### src/rtl/qsm_acq_channel.sv
// QSM per-channel acquisition engine.
// Reads front-end registers per dimension into a local readout RAM.
module qsm_acq_channel #(
   parameter int unsigned MEM_AW    = 7,
   parameter int unsigned DATA_W    = 16,
   parameter int unsigned TIMEOUT_W = 12
) (
   input  logic              clk_i,
   input  logic              rst_n_i,
   input  logic              ctrl_reset_i,
   input  logic              ctrl_trig_i,
   input  logic [3:0]        last_reg_adr_i,
   input  logic [3:0]        max_dim_no_i,
   input  logic [9:0]        read_delay_i,
   output logic              busy_o,
   output logic              done_o,
   output logic              err_many_o,
   output logic              err_fb_o,
   output logic [3:0]        dim_count_o,
   output logic              fe_req_o,
   output logic [3:0]        fe_adr_o,
   input  logic [DATA_W-1:0] fe_data_i,
   input  logic              fe_valid_i,
   input  logic              fe_last_i,
   input  logic [MEM_AW-1:0] mem_addr_i,
   output logic [DATA_W-1:0] mem_data_o
);

   typedef enum logic [2:0] {
      S_IDLE,
      S_DELAY,
      S_REQ,
      S_NEXT,
      S_FINISH
   } state_t;

   localparam logic [TIMEOUT_W-1:0] TO_ONE =
      {{(TIMEOUT_W-1){1'b0}}, 1'b1};
   localparam logic [TIMEOUT_W-1:0] TO_LAST =
      {{(TIMEOUT_W-1){1'b1}}, 1'b0};
   localparam logic [MEM_AW-1:0] PTR_ONE =
      {{(MEM_AW-1){1'b0}}, 1'b1};

   state_t              state_q;
   state_t              state_d;
   logic [9:0]          dly_q;
   logic [TIMEOUT_W-1:0] to_q;
   logic [3:0]          idx_q;
   logic [MEM_AW-1:0]   wr_ptr_q;
   logic                last_q;
   logic                done_q;
   logic                em_q;
   logic                efb_q;
   logic [3:0]          dc_q;
   logic [DATA_W-1:0]   mem_q;
   logic [DATA_W-1:0]   ram_q [0:(1<<MEM_AW)-1];

   logic                to_exp;
   logic                dim_end;
   logic                ram_full;
   logic [3:0]          max_eff;
   logic [3:0]          dc_inc;
   logic                max_hit;
   logic                ram_we;

   assign to_exp   = (to_q == TO_LAST);
   assign dim_end  = (idx_q == last_reg_adr_i);
   assign ram_full = (wr_ptr_q == '0);
   assign max_eff  = (max_dim_no_i == 4'd0) ? 4'd1 : max_dim_no_i;
   assign dc_inc   = (dc_q == 4'hF) ? dc_q : dc_q + 4'd1;
   assign max_hit  = (dc_inc >= max_eff);
   assign ram_we   = (state_q == S_REQ) && fe_valid_i && !ctrl_reset_i;

   // State register
   always_ff @(posedge clk_i or negedge rst_n_i) begin
      if (!rst_n_i) state_q <= S_IDLE;
      else          state_q <= state_d;
   end

   // Next-state decision; a full RAM after a completed
   // dimension leaves no room for the next one
   always_comb begin
      state_d = state_q;
      if (ctrl_reset_i) begin
         state_d = S_IDLE;
      end else begin
         unique case (state_q)
            S_IDLE:   if (ctrl_trig_i) state_d = S_DELAY;
            S_DELAY:  if (dly_q == 10'd0) state_d = S_REQ;
            S_REQ: begin
               if (fe_valid_i)  state_d = S_NEXT;
               else if (to_exp) state_d = S_FINISH;
            end
            S_NEXT: begin
               if (ram_full && !dim_end)          state_d = S_FINISH;
               else if (!dim_end)                 state_d = S_REQ;
               else if (last_q)                   state_d = S_FINISH;
               else if (max_hit || ram_full)      state_d = S_FINISH;
               else                               state_d = S_DELAY;
            end
            S_FINISH: state_d = S_IDLE;
            default:  state_d = S_IDLE;
         endcase
      end
   end

   // Moore outputs decoded from the current state
   always_comb begin
      busy_o   = 1'b0;
      fe_req_o = 1'b0;
      unique case (1'b1)
         (state_q == S_REQ): begin
            busy_o   = 1'b1;
            fe_req_o = 1'b1;
         end
         (state_q == S_DELAY),
         (state_q == S_NEXT): busy_o = 1'b1;
         default: ;
      endcase
   end

   // Acquisition datapath and sticky status
   always_ff @(posedge clk_i or negedge rst_n_i) begin
      if (!rst_n_i) begin
         dly_q    <= '0;
         idx_q    <= '0;
         wr_ptr_q <= '0;
         last_q   <= 1'b0;
         done_q   <= 1'b0;
         em_q     <= 1'b0;
         efb_q    <= 1'b0;
         dc_q     <= '0;
      end else if (ctrl_reset_i) begin
         done_q   <= 1'b0;
         em_q     <= 1'b0;
         efb_q    <= 1'b0;
         dc_q     <= '0;
      end else begin
         unique case (state_q)
            S_IDLE: begin
               if (ctrl_trig_i) begin
                  wr_ptr_q <= '0;
                  idx_q    <= '0;
                  last_q   <= 1'b0;
                  done_q   <= 1'b0;
                  em_q     <= 1'b0;
                  efb_q    <= 1'b0;
                  dc_q     <= '0;
                  dly_q    <= read_delay_i;
               end
            end
            S_DELAY: begin
               if (dly_q != 10'd0) dly_q <= dly_q - 10'd1;
            end
            S_REQ: begin
               if (fe_valid_i) begin
                  wr_ptr_q <= wr_ptr_q + PTR_ONE;
                  last_q   <= fe_last_i;
               end else if (to_exp) begin
                  efb_q  <= 1'b1;
                  done_q <= 1'b1;
               end
            end
            S_NEXT: begin
               if (ram_full && !dim_end) begin
                  em_q   <= 1'b1;
                  done_q <= 1'b1;
               end else if (!dim_end) begin
                  idx_q <= idx_q + 4'd1;
               end else begin
                  dc_q  <= dc_inc;
                  idx_q <= '0;
                  if (last_q) begin
                     done_q <= 1'b1;
                  end else if (max_hit || ram_full) begin
                     em_q   <= 1'b1;
                     done_q <= 1'b1;
                  end else begin
                     dly_q <= read_delay_i;
                  end
               end
            end
            default: ;
         endcase
      end
   end

   // Response timeout counter, restarted on every request
   always_ff @(posedge clk_i or negedge rst_n_i) begin
      if (!rst_n_i)
         to_q <= '0;
      else if (state_q == S_REQ && !fe_valid_i)
         to_q <= to_q + TO_ONE;
      else
         to_q <= '0;
   end

   // Readout RAM write port (contents are not reset)
   always_ff @(posedge clk_i) begin
      if (ram_we) ram_q[wr_ptr_q] <= fe_data_i;
   end

   // Registered RAM read port; same-address write returns old data
   always_ff @(posedge clk_i or negedge rst_n_i) begin
      if (!rst_n_i) mem_q <= '0;
      else          mem_q <= ram_q[mem_addr_i];
   end

   assign done_o      = done_q;
   assign err_many_o  = em_q;
   assign err_fb_o    = efb_q;
   assign dim_count_o = dc_q;
   assign fe_adr_o    = idx_q;
   assign mem_data_o  = mem_q;

endmodule

### config.mk
export PLATFORM = sky130hd
export DESIGN_NAME = qsm_acq_channel
export DESIGN_NICKNAME = d
export VERILOG_FILES = /design/src/rtl/qsm_acq_channel.sv
export SDC_FILE = /design/constraint.sdc
export NUM_CORES = 2
export LEC_CHECK = 0
export ABC_AREA = 1
export CAP_MARGIN = 25
export CORE_ASPECT_RATIO = 0.5
export CORE_MARGIN = 2
export CORE_UTILIZATION = 40
export DETAILED_ROUTE_END_ITERATION = 16
export GPL_TIMING_DRIVEN = 1
export PLACE_DENSITY_LB_ADDON = 0.12
export SKIP_LAST_GASP = 1
export SLEW_MARGIN = 25
export SYNTH_ARGS = -nofsm -noshare
export SYNTH_HDL_FRONTEND = slang
export SYNTH_SLANG_ARGS = --single-unit
### constraint.sdc
create_clock -name clk_i -period 2.65 [get_ports clk_i]
set_input_delay 0.6625 -clock clk_i [delete_from_list [all_inputs] [get_ports clk_i]]
set_output_delay 0.6625 -clock clk_i [all_outputs]
set_load 0.01 [all_outputs]
==> results.sh <==
export IMPL_grt_pass1_vias=53400
export IMPL_drc=0
export IMPL_finalWorstPathRequiredPeriod_ps=2600
export IMPL_ctsLongestPathBuffers=4
export IMPL_synth_cells_most_frequent="sky130_fd_sc_hd__nand2_1 (2,169), sky130_fd_sc_hd__edfxtp_1 (2,048), sky130_fd_sc_hd__nand3_1 (2,047), sky130_fd_sc_hd__buf_2 (251), sky130_fd_sc_hd__nor2_1 (174)"
export IMPL_setup_slack_on_the_worst_flop_to_flop_path_ps=200
export IMPL_synth_enable_flop_cells=2048
export IMPL_die_y_um=331
export IMPL_final_area_um2=101000
export IMPL_finalCritPeriodShare_pct=98.0
export IMPL_root_driver="sky130_fd_sc_hd__clkbuf_16"
export IMPL_postSynthCellCount=7152
export IMPL_min_delay_worst_endpoint="ram_q[63][12]$_DFFE_PP_"
export IMPL_remaining_max_slew_budget_at_the_tightest_pin_pct=53.3
export IMPL_initial_antenna_violation_count=8
export IMPL_synth_lib_cells_used_distinct=39
export IMPL_drive_gt1_share_pct=11.9
export IMPL_grt_pass1_wl_mm=382
export IMPL_timing_critical_path_arrival_ps=1940
export IMPL_start_util_pct=40.4
export IMPL_postSynthNetCount=7210
export IMPL_worstHoldPathCells=1
export IMPL_cts_clk_slew_worst_paths_ps=70
export IMPL_tritoncts_clock_tree="built"
export IMPL_hold_path_class="primary input to flip-flop"
export IMPL_ys_seq_elements=2108
export IMPL_synth_flop_cell="sky130_fd_sc_hd__edfxtp_1"
export IMPL_routed_via_count_divided_by_cell_count=5.42
export IMPL_layout_filler_cells=18900
export IMPL_reg2reg_to="ram_q[117][1]$_DFFE_PP_"
export IMPL_crit_chain="clkdlybuf4s50_1"
export IMPL_outcome="completed"
export IMPL_clock_sink_count=2108
export IMPL_wl_per_cell_um=25.1
export IMPL_critPathCaptureType="primary output"
export IMPL_total_power_uw=71700
export IMPL_maxCapViolCount=0
export IMPL_combPwrFrac_pct=8.5
export IMPL_seq_power_share_pct=51.4
export IMPL_yosysMostFrequentCell="sky130_fd_sc_hd__nand2_1"
export IMPL_critical_path_buf_inv_count=1
export IMPL_rsz0062_at_grt="false"
export IMPL_setup_viol_count_final=0
export IMPL_worstHoldStart="fe_data_i[12]"
export IMPL_detailed_place_hpwl_mm=162
export IMPL_critical_path_peak_fanout=1
export IMPL_grt_start_max_net_pins=101
export IMPL_r2r_start="state_q[2]$_DFFE_PN0P_"
export IMPL_hold_viol=0
export IMPL_p_sw_share_pct=23.8
export IMPL_vias=57100
export IMPL_critPathKind="flip-flop to primary output"
export IMPL_critical_path_required_ps=1990
export IMPL_synth_area_top_cells="sky130_fd_sc_hd__edfxtp_1 (72%), sky130_fd_sc_hd__nand3_1 (12%), sky130_fd_sc_hd__nand2_1 (9.5%), sky130_fd_sc_hd__dfrtp_1 (1.8%), sky130_fd_sc_hd__buf_2 (1.5%)"
export IMPL_routability_congestion_estimate_from_global_placement=0.831
export IMPL_total_leakage_power_uw=0.0359
export IMPL_design_core_area_um2=211000
export IMPL_timing_reg2reg_worst_path_depth=10
export IMPL_grt_ovfl_total=0
export IMPL_drt_iter0_drc=6652
export IMPL_fp_row_count=119
export IMPL_power_per_cell_area_nw_per_um2=710
export IMPL_slowest_cell_delay_on_critical_path_ps=590
export IMPL_power_switching_uw=17100
export IMPL_dpl_cell_area_um2=94700
export IMPL_internal_power_uw=54700
export IMPL_area_growth_syn_to_layout_pct=18.2
export IMPL_yosys_warnings=0
export IMPL_synth_top_cell_area_share_pct=71.9
export IMPL_postRouteAntennaNets=0
export IMPL_tightestPinTransition_ps=700
export IMPL_cell_type_group_with_the_largest_total_delay_on_the_critical_path="buffers and inverters"
export IMPL_timing_max_transition_violations_final=0
export IMPL_fmax_ghz=0.385
export IMPL_critical_path_slowest_cell="sky130_fd_sc_hd__clkdlybuf4s50_1"
export IMPL_die_area_um2=218000
export IMPL_worst_setup_path_start_kind="flip-flop"
export IMPL_all_layer_global_routing_usage_pct=24.0
export IMPL_synth_seq_area_share_pct=73.7
export IMPL_post_cts_repair_setup_buffers=0
export IMPL_port_buffers=75
export IMPL_net_count_final=7585
export IMPL_cts_inserted_buffers=199
export IMPL_synth_top_cell_by_area="sky130_fd_sc_hd__edfxtp_1"
export IMPL_i_o_pins=76
export IMPL_clock_tree_htree_level_count=4
export IMPL_worst_case_vdd_ir_drop_mv=0.488
export IMPL_final_util_pct=47.8
export IMPL_pwr_share_clk_pct=40.1
export IMPL_mappedNetlistArea_um2=85500
export IMPL_drtPass1Iterations=8
export IMPL_ys_async_rst_share_pct=2.85
export IMPL_mean_area_per_synthesized_cell_um2=12.0
export IMPL_finalWirelength_mm=264
export IMPL_clk_insertion_delay_late_ps=860
export IMPL_final_clock_skew_ps=36.3
export IMPL_die_x_um=658
==> stage by stage <==
stage          instances  setup WS [ps]  hold slack (ps)  TNS (ps)
2_1_floorplan       7152            196              367         0
3_3_place_gp       10200           -350              477   -195730
3_5_place_dp       10200           -353              478   -235390
4_1_cts            10500          -66.0             62.8     -66.0
5_1_grt            10500           15.5             80.7         0
6_report           10500           52.3              116         0
==> power by group through the flow <==
stage | clock network [µW] | registers, µW | logic, µW
final | 28800 | 36900 | 6110
after detailed placement | 0 | 37600 | 6100
after global placement | 0 | 37600 | 6090
after floorplan | 0 | 37600 | 2940
after global routing | 30500 | 36900 | 6620
after CTS | 29300 | 36900 | 6110
==> flip-flops by register name (all words and copies together), names as in the netlist <==
| name | count |
|---|---|
| fe_adr_o | 4 |
| dly_q | 10 |
| mem_data_o | 16 |
| done_o | 1 |
| to_q | 12 |
| err_many_o | 1 |
| ram_q | 2048 |
| last_q | 1 |
| wr_ptr_q | 7 |
| dim_count_o | 4 |
| state_q | 3 |
| err_fb_o | 1 |
==> cells by family after synthesis <==
group           synth area share (%)
xor+xnor                       0.102
simple gates                    22.5
compound gates                 0.438
flops                           73.7
mux                           0.0117
buf+inv                         3.07
fa+ha+maj                      0.161
==> cell usage in the layout (no fill, tap or decap), types with 27 or more instances in the layout <==
master                            instances
sky130_fd_sc_hd__clkinv_2                37
sky130_fd_sc_hd__dfrtp_1                 56
sky130_fd_sc_hd__clkdlybuf4s50_1         50
sky130_fd_sc_hd__nand2_1               2169
sky130_fd_sc_hd__clkbuf_1                44
sky130_fd_sc_hd__o21ai_0                 30
sky130_fd_sc_hd__nand3_1               2047
sky130_fd_sc_hd__clkinv_1                34
sky130_fd_sc_hd__clkbuf_16              203
sky130_fd_sc_hd__nor2_2                  27
sky130_fd_sc_hd__buf_4                  328
sky130_fd_sc_hd__buf_12                 243
sky130_fd_sc_hd__edfxtp_1              2048
sky130_fd_sc_hd__inv_1                   66
sky130_fd_sc_hd__nor2_1                 150
==> per-layer routing <==
layer | global-route usage [%] | wire length [µm]
met4 | 4.68 | 4770
met5 | 0 | 27
met2 | 35.5 | 114000
met1 | 37.4 | 126000
met3 | 3.94 | 19700
==> cell type report <==
class                           count  area (µm²)  area share, %
Clock buffer                      257        5380           5.33
Inverter                           76         322          0.318
Antenna cell                        2        5.00        0.00495
Timing Repair Buffer              630        7920           7.84
Clock inverter                     98         948          0.938
Multi-Input combinational cell   4512       19900           19.7
Tap cell                         2843        3560           3.52
Sequential cell                  2108       63000           62.3
==> what timing repair did <==
| item | CTS | global route |
|---|---|---|
| gates resized for setup | 7 | 2 |
| hold buffers | 1 | 0 |
| hold endpoints to repair | 27 | 0 |
| setup endpoints to repair | 5 | 1 |
==> how the worst max path moves through the flow <==
| stage | slack [ps] | end | depth (start not counted) | startpoint |
|---|---|---|---|---|
| 2_1_floorplan | 200 | ram_q[48][0]$_DFFE_PP_ | 6 | ctrl_reset_i |
| 6_report | 50 | mem_data_o[10] | 1 | mem_data_o[10]$_DFF_PN0_ |
| 4_1_cts | -70 | fe_req_o | 5 | state_q[2]$_DFFE_PN0P_ |
| 3_3_place_gp | -350 | mem_data_o[11]$_DFF_PN0_ | 13 | mem_addr_i[0] |
| 5_1_grt | 20 | ram_q[117][1]$_DFFE_PP_ | 10 | state_q[2]$_DFFE_PN0P_ |
| 3_5_place_dp | -350 | mem_data_o[11]$_DFF_PN0_ | 13 | mem_addr_i[0] |
(Power assumes the default switching activity.)
